--- config.mk ---
export PLATFORM = sky130hd
export DESIGN_NAME = sfx_tone_player
export DESIGN_NICKNAME = d
export VERILOG_FILES = /design/src/rtl/sfx_pkg.sv /design/src/rtl/sfx_divider.sv /design/src/rtl/sfx_tone_player.sv
export SDC_FILE = /design/constraint.sdc
export NUM_CORES = 1
export LEC_CHECK = 0
export ABC_AREA = 1
export BUFFER_PORTS_ARGS = -buffer_cell sky130_fd_sc_hd__buf_2
export CAP_MARGIN = 0
export CORE_MARGIN = 8
export CORE_UTILIZATION = 30
export DETAILED_ROUTE_END_ITERATION = 7
export PLACE_DENSITY = 0.53
export SLEW_MARGIN = 20
export SYNTH_ARGS = -nofsm -noshare
export SYNTH_HDL_FRONTEND = slang
export SYNTH_HIERARCHICAL = 1
export SYNTH_SLANG_ARGS = --single-unit
--- constraint.sdc ---
create_clock -name PCLK -period 2.4 [get_ports PCLK]
set_input_delay 0.12 -clock PCLK [delete_from_list [all_inputs] [get_ports PCLK]]
set_output_delay 0.12 -clock PCLK [all_outputs]
set_load 0.01 [all_outputs]
--- src/rtl/sfx_pkg.sv ---
// Shared types, widths and the effect table for the sound-effect player.
// Latency: n/a (constants and pure functions only).
// Backpressure: n/a.
//
// Each effect is up to four steps of {hp, dur}. hp is a half-period in
// units of (1 << HP_SHIFT) PCLK cycles, hp == 0 is a rest. dur is a length
// in duration ticks, dur == 0 terminates the effect early.
package sfx_pkg;

    typedef enum logic [1:0] {
        ST_IDLE,
        ST_LOAD,
        ST_PLAY
    } state_t;

    localparam int HP_W      = 12;
    localparam int DUR_W     = 8;
    localparam int HP_CNT_W  = 18;
    localparam int N_EFFECTS = 6;
    localparam int N_STEPS   = 4;

    localparam logic [2:0] NO_EFFECT = 3'd7;

    typedef struct packed {
        logic [HP_W-1:0]  hp;
        logic [DUR_W-1:0] dur;
    } step_t;

    localparam step_t EFFECT_TABLE [0:N_EFFECTS-1][0:N_STEPS-1] = '{
        // 0: tile hit
        '{'{12'd4,   8'd2}, '{12'd0,   8'd1}, '{12'd8,   8'd2}, '{12'd0,   8'd0}},
        // 1: miss
        '{'{12'd16,  8'd3}, '{12'd0,   8'd0}, '{12'd0,   8'd0}, '{12'd0,   8'd0}},
        // 2: life lost
        '{'{12'd40,  8'd3}, '{12'd60,  8'd3}, '{12'd90,  8'd4}, '{12'd0,   8'd0}},
        // 3: bonus (uses all four steps)
        '{'{12'd10,  8'd2}, '{12'd8,   8'd2}, '{12'd6,   8'd2}, '{12'd4,   8'd3}},
        // 4: level start
        '{'{12'd30,  8'd5}, '{12'd0,   8'd2}, '{12'd30,  8'd5}, '{12'd0,   8'd0}},
        // 5: game over
        '{'{12'd120, 8'd4}, '{12'd160, 8'd4}, '{12'd200, 8'd6}, '{12'd0,   8'd0}}
    };

    // Index of the lowest set bit; lowest trigger line has priority.
    function automatic logic [2:0] lowest_index(input logic [5:0] t);
        logic [2:0] idx;
        idx = 3'd0;
        for (int i = 5; i >= 0; i--) begin
            if (t[i]) idx = 3'(i);
        end
        return idx;
    endfunction

endpackage

--- src/rtl/sfx_divider.sv ---
// Reloadable down-counter with a one-cycle terminal pulse.
// Latency: tc asserts combinationally while enabled with count == 1; period = reload_val cycles.
// Backpressure: none; load has priority over counting.
//
// Ports: PCLK/PRESERN clock and sync active-low reset; load forces count to
// reload_val; en advances the count; tc is the terminal pulse (count reloads
// on the same edge, so the count never reaches 0 while running).
module sfx_divider #(
    parameter int W = 8
) (
    input  logic         PCLK,
    input  logic         PRESERN,
    input  logic         load,
    input  logic         en,
    input  logic [W-1:0] reload_val,
    output logic         tc
);

    logic [W-1:0] cnt;

    assign tc = en && (cnt == W'(1));

    always_ff @(posedge PCLK) begin
        if (!PRESERN) begin
            cnt <= '0;
        end else if (load) begin
            cnt <= reload_val;
        end else if (en) begin
            if (cnt == W'(1)) cnt <= reload_val;
            else              cnt <= cnt - W'(1);
        end
    end

endmodule

--- src/rtl/sfx_tone_player.sv ---
// Plays a short square-wave effect selected by a falling edge on a trigger line.
// Latency: busy/effect_id valid one edge after the trigger edge is seen; first toggle hp<<HP_SHIFT cycles into PLAY.
// Backpressure: none; a new trigger preempts the current effect, snd_reset mutes and blocks triggers.
//
// Ports: PCLK clock, PRESERN sync active-low reset, sel_n[5:0] active-low
// triggers, snd_reset active-high stop, audio_out 1-bit audio, busy playing
// flag, effect_id playing effect index (NO_EFFECT when idle).
module sfx_tone_player
    import sfx_pkg::*;
#(
    parameter int MS_DIV   = 100000,
    parameter int HP_SHIFT = 6
) (
    input  logic       PCLK,
    input  logic       PRESERN,
    input  logic [5:0] sel_n,
    input  logic       snd_reset,
    output logic       audio_out,
    output logic       busy,
    output logic [2:0] effect_id
);

    localparam int MS_W = $clog2(MS_DIV + 1);

    state_t             state;
    logic [5:0]         sel_n_q;
    logic [5:0]         trig;
    logic [2:0]         eff;
    logic [1:0]         step;
    logic [DUR_W-1:0]   dur_cnt;
    step_t              cur;
    logic [HP_CNT_W-1:0] hp_period;
    logic               hp_tc;
    logic               ms_tc;
    logic               cnt_load;
    logic               cnt_en;

    // Falling edges only; snd_reset masks them while sel_n_q keeps tracking,
    // so a line pulled low during mute does not fire on release.
    assign trig = sel_n_q & ~sel_n & {6{~snd_reset}};

    assign cur = EFFECT_TABLE[eff][step];

    // Rests still run the half-period counter, so give it a period of 1
    // instead of 0 to avoid wrapping; audio is not toggled for rests.
    assign hp_period = (cur.hp == '0) ? HP_CNT_W'(1)
                                      : (HP_CNT_W'(cur.hp) << HP_SHIFT);

    assign cnt_load = (state == ST_LOAD);
    assign cnt_en   = (state == ST_PLAY);

    sfx_divider #(.W(HP_CNT_W)) u_hp_div (
        .PCLK       (PCLK),
        .PRESERN    (PRESERN),
        .load       (cnt_load),
        .en         (cnt_en),
        .reload_val (hp_period),
        .tc         (hp_tc)
    );

    sfx_divider #(.W(MS_W)) u_ms_div (
        .PCLK       (PCLK),
        .PRESERN    (PRESERN),
        .load       (cnt_load),
        .en         (cnt_en),
        .reload_val (MS_W'(MS_DIV)),
        .tc         (ms_tc)
    );

    always_ff @(posedge PCLK) begin
        if (!PRESERN) begin
            state     <= ST_IDLE;
            sel_n_q   <= 6'b111111;
            eff       <= 3'd0;
            step      <= 2'd0;
            dur_cnt   <= '0;
            audio_out <= 1'b0;
            busy      <= 1'b0;
            effect_id <= NO_EFFECT;
        end else begin
            sel_n_q <= sel_n;
            if (snd_reset) begin
                state     <= ST_IDLE;
                audio_out <= 1'b0;
                busy      <= 1'b0;
                effect_id <= NO_EFFECT;
            end else if (|trig) begin
                // Start or preempt: restart from step 0 of the new effect.
                state     <= ST_LOAD;
                eff       <= lowest_index(trig);
                step      <= 2'd0;
                audio_out <= 1'b0;
                busy      <= 1'b1;
                effect_id <= lowest_index(trig);
            end else begin
                case (state)
                    ST_IDLE: ;
                    ST_LOAD: begin
                        audio_out <= 1'b0;
                        if (cur.dur == '0) begin
                            state     <= ST_IDLE;
                            busy      <= 1'b0;
                            effect_id <= NO_EFFECT;
                        end else begin
                            dur_cnt <= cur.dur;
                            state   <= ST_PLAY;
                        end
                    end
                    ST_PLAY: begin
                        if (hp_tc && (cur.hp != '0)) audio_out <= ~audio_out;
                        if (ms_tc) begin
                            if (dur_cnt == DUR_W'(1)) begin
                                if (step == 2'd3) begin
                                    state     <= ST_IDLE;
                                    audio_out <= 1'b0;
                                    busy      <= 1'b0;
                                    effect_id <= NO_EFFECT;
                                end else begin
                                    step  <= step + 2'd1;
                                    state <= ST_LOAD;
                                end
                            end else begin
                                dur_cnt <= dur_cnt - DUR_W'(1);
                            end
                        end
                    end
                    default: state <= ST_IDLE;
                endcase
            end
        end
    end

endmodule
# [Word level (Yosys, flattened, before mapping)]
# Memories as Yosys holds them, arrays and structs flattened.
# Index checks and enable logic that the tools add are counted.
# W data, S select, Z words.
[classes] n_addsub=4 order_cmp=2 n_eq_ne=16 n_mux=50 bitwise=10 n_reduce_logical=22
[ops] cell="$mux W80" n=2
[ops] cell="$mux W18" n=4
[ops] cell="$mux W17" n=3
[ops] cell="$bmux W20 S2" n=1
[ops] cell="$mux W20" n=2
[ops] cell="$mux W3" n=11
[ops] cell="$mux W8" n=3
[ops] cell="$eq A18 B1 Y1 const B" n=1
[ops] cell="$sub A18 B1 Y18 const B" n=1
[ops] cell="$eq A17 B1 Y1 const B" n=1
[ops] cell="$sub A17 B1 Y17 const B" n=1
[ops] cell="$mux W2" n=8
[ops] cell="$pmux W8 S2" n=1
[ops] cell="$and A6 B6 Y6" n=2
[ops] cell="$logic_not A12 Y1" n=1
[ops] cell="$ne A2 B2 Y1 const B" n=6
[ops] cell="$reduce_bool A12 Y1" n=1
[ops] cell="$mux W1" n=11
[ops] cell="$reduce_and A5 Y1" n=2
[ops] cell="$ne A3 B3 Y1 const B" n=3
[ops] cell="$eq A8 B1 Y1 const B" n=1
[ops] cell="$logic_not A8 Y1" n=1
[ops] cell="$reduce_bool A2 Y1" n=4
[ops] cell="$reduce_or A8 Y1" n=1
[ops] cell="other kinds (22)" n=32
[totals] regBits=61 mem_bits_ro=640 in_bits=9 output_inout_bits=5 wordCells=117 n_memories=1
[mem_list] memory="(no name shown)" words=8 width=80 rd=1 rd_ports_with_merged_regs=0 write_ports=0 line="sfx_tone_player.sv:42" text="assign cur = EFFECT_TABLE[eff][step];"

# [Logic depth before layout (Yosys ltp)]
[depth] depth_word=14 ltp_mapped=16 mapped_depth_nobuf=16

# [Cells and area by module]
# Netlist, hierarchy kept.
[by_module_without_submodules] mod="sfx_tone_player" n_inst=1 cells_each=274 area_per_inst_um2=1746.7 seq_area_each_um2=520.5
[by_module_without_submodules] mod="sfx_divider (u_hp_div)" n_inst=1 cells_each=234 area_per_inst_um2=1470.2 seq_area_each_um2=360.3
[by_module_without_submodules] mod="sfx_divider (u_ms_div)" n_inst=1 cells_each=205 area_per_inst_um2=1306.3 seq_area_each_um2=340.3

# [Worst setup path before layout]
# Ideal clock, no wire load.
[synth_timing] path_kind="register to register" start="register u_ms_div.cnt[1]" end="register dur_cnt[1]" setup_time_ps=116 t_arrival_ps=1870 required_ps=2284 path_slack_ps=414 stages_incl_launch_ff=16 n_path_buf=0 period_less_slack_ps=1986 path_cell_list="dfxtp_1 inv_1 ha_1 inv_1 nor2_1 nand2_1 nor2_2 nand2_4 nor2_1 nor2_1 nor2_1 nand2_1 nor3_4 nand2_4 o21ai_0 nor2_1"
[synth_between] elab_chain_cells=4
[synth_rtl] item="start, declared" line="sfx_divider.sv:19" text="logic [W-1:0] cnt;"
[synth_rtl] item="start signal, assigned" line="sfx_divider.sv:27" text="cnt <= reload_val;"
[synth_rtl] item="start signal, assigned" line="sfx_divider.sv:29" text="if (cnt == W'(1)) cnt <= reload_val;"
[synth_rtl] item="start signal, assigned" line="sfx_divider.sv:30" text="else cnt <= cnt - W'(1);"
[synth_rtl] item="$eq A17 B1 Y1" line="sfx_divider.sv:21" text="assign tc = en && (cnt == W'(1));"
[synth_rtl] item="$logic_and A1 B1 Y1" line="sfx_divider.sv:21"
[synth_rtl] item="named net ms_tc" line="sfx_tone_player.sv:34" text="logic ms_tc;"
[synth_rtl] item="$ne A2 B2 Y1 (no source line)"
[synth_rtl] item="$reduce_and A6 Y1 (no source line)"
[synth_rtl] item="end signal, assigned" line="sfx_tone_player.sv:105" text="dur_cnt <= cur.dur;"
[synth_rtl] item="end signal, assigned" line="sfx_tone_player.sv:123" text="dur_cnt <= dur_cnt - DUR_W'(1);"
[synth_rtl] item="end, declared" line="sfx_tone_player.sv:30" text="logic [DUR_W-1:0] dur_cnt;"
# The timed path passes the listed nets, and every way through them passes these cells.
# A chain may end at the register's enable or synchronous reset.

# [Worst setup path in the final report]
[layout_timing] start="register u_ms_div.cnt[1]" end="register dur_cnt[0]"
# Same word-level chain as after synthesis.

==> metrics.cfg <==
[layout]
fin_cells=956
area_delta_synth_final_pct=16.0
final_core_util_pct=35.0
postLayoutCellArea_um2=5250
diodes=0
drive_gt1_share_pct=13.9
nets=786

[setup_path]
cp-end-kind=register
startpoint_type=register
crit_fanout=10
crit_slowest_cell=dfxtp_1
crit_family=simple AND/OR/NAND/NOR gates
crit_top_cell=nor2_1
reg2reg_slack_ps=370
ff2ff_path_depth=15
critPathKind=reg -> reg
r2r-end=dur_cnt[0]
crit_buf_inv=2
worstPathCellList=inv_1 -> ha_1 -> inv_1 -> nor2_1 -> nand2_1 -> nor2_2 -> nand2_4 -> nor2_1 -> nor2_1 -> nor2_1 -> nand2_1 -> nor3_4 -> nand2_4 -> o21ai_0 -> nor2_1
critical-path-max-stage-delay_ps=310
arrival_ps=2260
required_ps=2630
r2r-start=u_ms_div/cnt[1]

[synthesis]
synth_top_flop_cell=dfxtp_1
syn_inst=713
ys_ff_latch=61
synth_seq_area_share_pct=27.0
netlist.area_leader.share_pct=27.0
synth_top_cell_by_area=dfxtp_1
yosysWarnings=6
ys_types=36
netlist_area_um2=4520
async_reset_ff_share_pct=0
postSynthAreaPerCell_um2=6.34
synth_edf_count=0
synth_area_leaders=dfxtp_1, nand2_1, inv_1, nand3_1, nor2_1

[power]
p_leak_nw=2.49
pwr-share-clk_pct=38.9
power_frac_seq_pct=32.5
switching_share_pct=33.9
p_switching_w=0.00120
power.density_nw_per_um2=671
ir_worst_vdd_mv=0.308
pwr-share-comb_pct=28.6
intPower_w=0.00233

[route]
met3_length_um=282
antenna_left=0
via_per_inst=4.40
drc_errors=0
drt_first_iter_violations=273
wl_per_cell_um=11.1
wl_met2_um=4740
top_layer=met4
vias=4204
first_pass_iters=4
routed_wirelength_um=10600
wl_met1_um=5460

[floorplanning]
start_util_pct=30.2
die_x_um=139
fp-row-count=45
die_height_um=139
die_area_um2=19300
core_um2=15000
io_pins=14

[clock_tree]
clk_pin_slew_worst_paths_ps=50
cts_sinks=61
clock_path_buffers=2
cts_tree=done
cts_setup_buffers=0
h-tree-depth=3
clk_latency_ps=340
cts-resized-gates=0
cts_made_buffers=9
clockRootBuffer=clkbuf_16

[timing]
finalCritPeriodShare_pct=84.7
fin_crit_ps=2030
fmax_ghz=0.492
relSlewSlack_pct=59.5
hold_viol_final=0
drv_slew=0
finalSetupTns_ps=0
setup_viol=0
skew_ps=9.21
rsz0062_at_grt=false
max_slew.worst_pin.slew_ps=607

[placed_design]
place_congestion=0.811
post-place-cells=934
portBuffers=13
place_area_um2=4880
dpl.hpwl_um=7880

[outcome]
status=finished clean

[worst_hold_path]
whs_path_depth=3
hold_path_class=in -> reg
hold_end=effect_id[0]
hold_path.startpoint=snd_reset

[global_routing]
grt_start_max_net_pins=25
antenna_found_initial=0
grt_pass1_vias=3825
grt.total_usage_pct=11.6
grt_pass1_wl_um=18300
grt_remaining_overflow=0

[job]
drv_cap=0

[flip-flops by register name, summed over array words and instances (netlist names)]
| name | count |
|---|---|
| effect_id | 3 |
| step | 2 |
| eff | 3 |
| audio_out | 1 |
| busy | 1 |
| dur_cnt | 8 |
| u_hp_div/cnt | 18 |
| sel_n_q | 6 |
| u_ms_div/cnt | 17 |
| state | 2 |
[layout make-up]
type                            count  area [um2]
Fill cell                        1640        9730
Multi-Input combinational cell    554        2860
Sequential cell                    61        1220
Inverter                          106         400
Clock buffer                       13         270
Tap cell                          188         235
Timing Repair Buffer               31         215
Clock inverter                      3        42.5
[power by group through the flow]
stage / clock [W] / sequential, W / combinational [W]
global route: 0.00146 / 0.00116 / 0.00116
floorplan: 0 / 0.00115 / 0.000840
CTS: 0.00141 / 0.00115 / 0.00102
global placement: 0 / 0.00117 / 0.00101
detailed placement: 0 / 0.00117 / 0.00100
finish: 0.00137 / 0.00115 / 0.00101
[timing repair]
item	4_1_cts	5_1_grt
setup endpoints to repair	0	3
hold buffers	6	0
hold endpoints to repair	6	0
[metrics by stage]
stage | hold slack (ps) | total power (W) | setup slack [ps]
2_1_floorplan | 217 | 0.00199 | 414
3_3_place_gp | 306 | 0.00217 | 321
3_5_place_dp | 313 | 0.00217 | 281
4_1_cts | 85.6 | 0.00357 | 272
5_1_grt | 100 | 0.00377 | 18.0
6_report | 85.2 | 0.00352 | 368
[worst max-delay path by stage]
stage                     depth (start not counted)             from         end
after global routing                             15  u_ms_div/cnt[1]  dur_cnt[1]
after CTS                                        15  u_ms_div/cnt[1]  dur_cnt[0]
final                                            15  u_ms_div/cnt[1]  dur_cnt[0]
after detailed placement                         15  u_ms_div/cnt[1]  dur_cnt[0]
after floorplan                                  15  u_ms_div/cnt[1]  dur_cnt[1]
after global placement                           15  u_ms_div/cnt[1]  dur_cnt[0]
[layer usage]
metal	track usage, %	up-vias
met2	18.0	43
met3	2.93	10
met5	0	-
li1	-	2325
met1	14.9	1826
met4	4.56	0
[layout by cell type (no fill, tap or decap), types with 9 or more instances in the layout]
| master | n |
|---|---|
| dfxtp_1 | 61 |
| clkbuf_16 | 9 |
| buf_4 | 12 |
| buf_2 | 13 |
| ha_1 | 14 |
| conb_1 | 27 |
| a21oi_2 | 15 |
| a21oi_1 | 51 |
| o21ai_2 | 10 |
| o21ai_0 | 28 |
| xor2_1 | 16 |
| nand3_1 | 69 |
| nand2_1 | 192 |
| nor2_1 | 69 |
| nor2_2 | 10 |
| nand2_2 | 9 |
| inv_1 | 100 |
| nand4_1 | 9 |
[worst min-delay path: cells and delay by family]
kind | cells | cell delay, ps
buf+inv | 1 | 100
simple gates | 2 | 180
[synth_stat cells, types with 2 or more instances]
master    number
inv_2          4
nand2_1      192
dfxtp_1       61
buf_8          3
buf_4          4
nand2_2        9
o21ai_0       28
conb_1         2
o21ai_2       10
xor2_1        16
buf_6          2
nand3_2        2
nand3b_1       4
a21oi_1       51
clkbuf_1       5
and2_1         3
nor2_1        69
nand2_8        2
nand4_1        9
buf_2          3
inv_1        100
xnor2_1        2
ha_1          14
o21ai_1        6
nand2_4        4
or2_2          2
a21oi_2       15
nor2_2        10
nand3_1       69
nor2_4         6
[kinds of logic (layout without fill, tap and decap cells)]
family / count (synthesis) / in the layout / synth area share [%]
flops: 61 / 61 / 27.0
buf+inv: 123 / 153 / 11.8
xor+xnor: 18 / 18 / 3.49
compound gates: 111 / 111 / 14.4
other cells: 2 / 27 / 0.166
simple gates: 384 / 384 / 39.3
fa+ha+maj: 14 / 14 / 3.87
(Power assumes the default switching activity.)
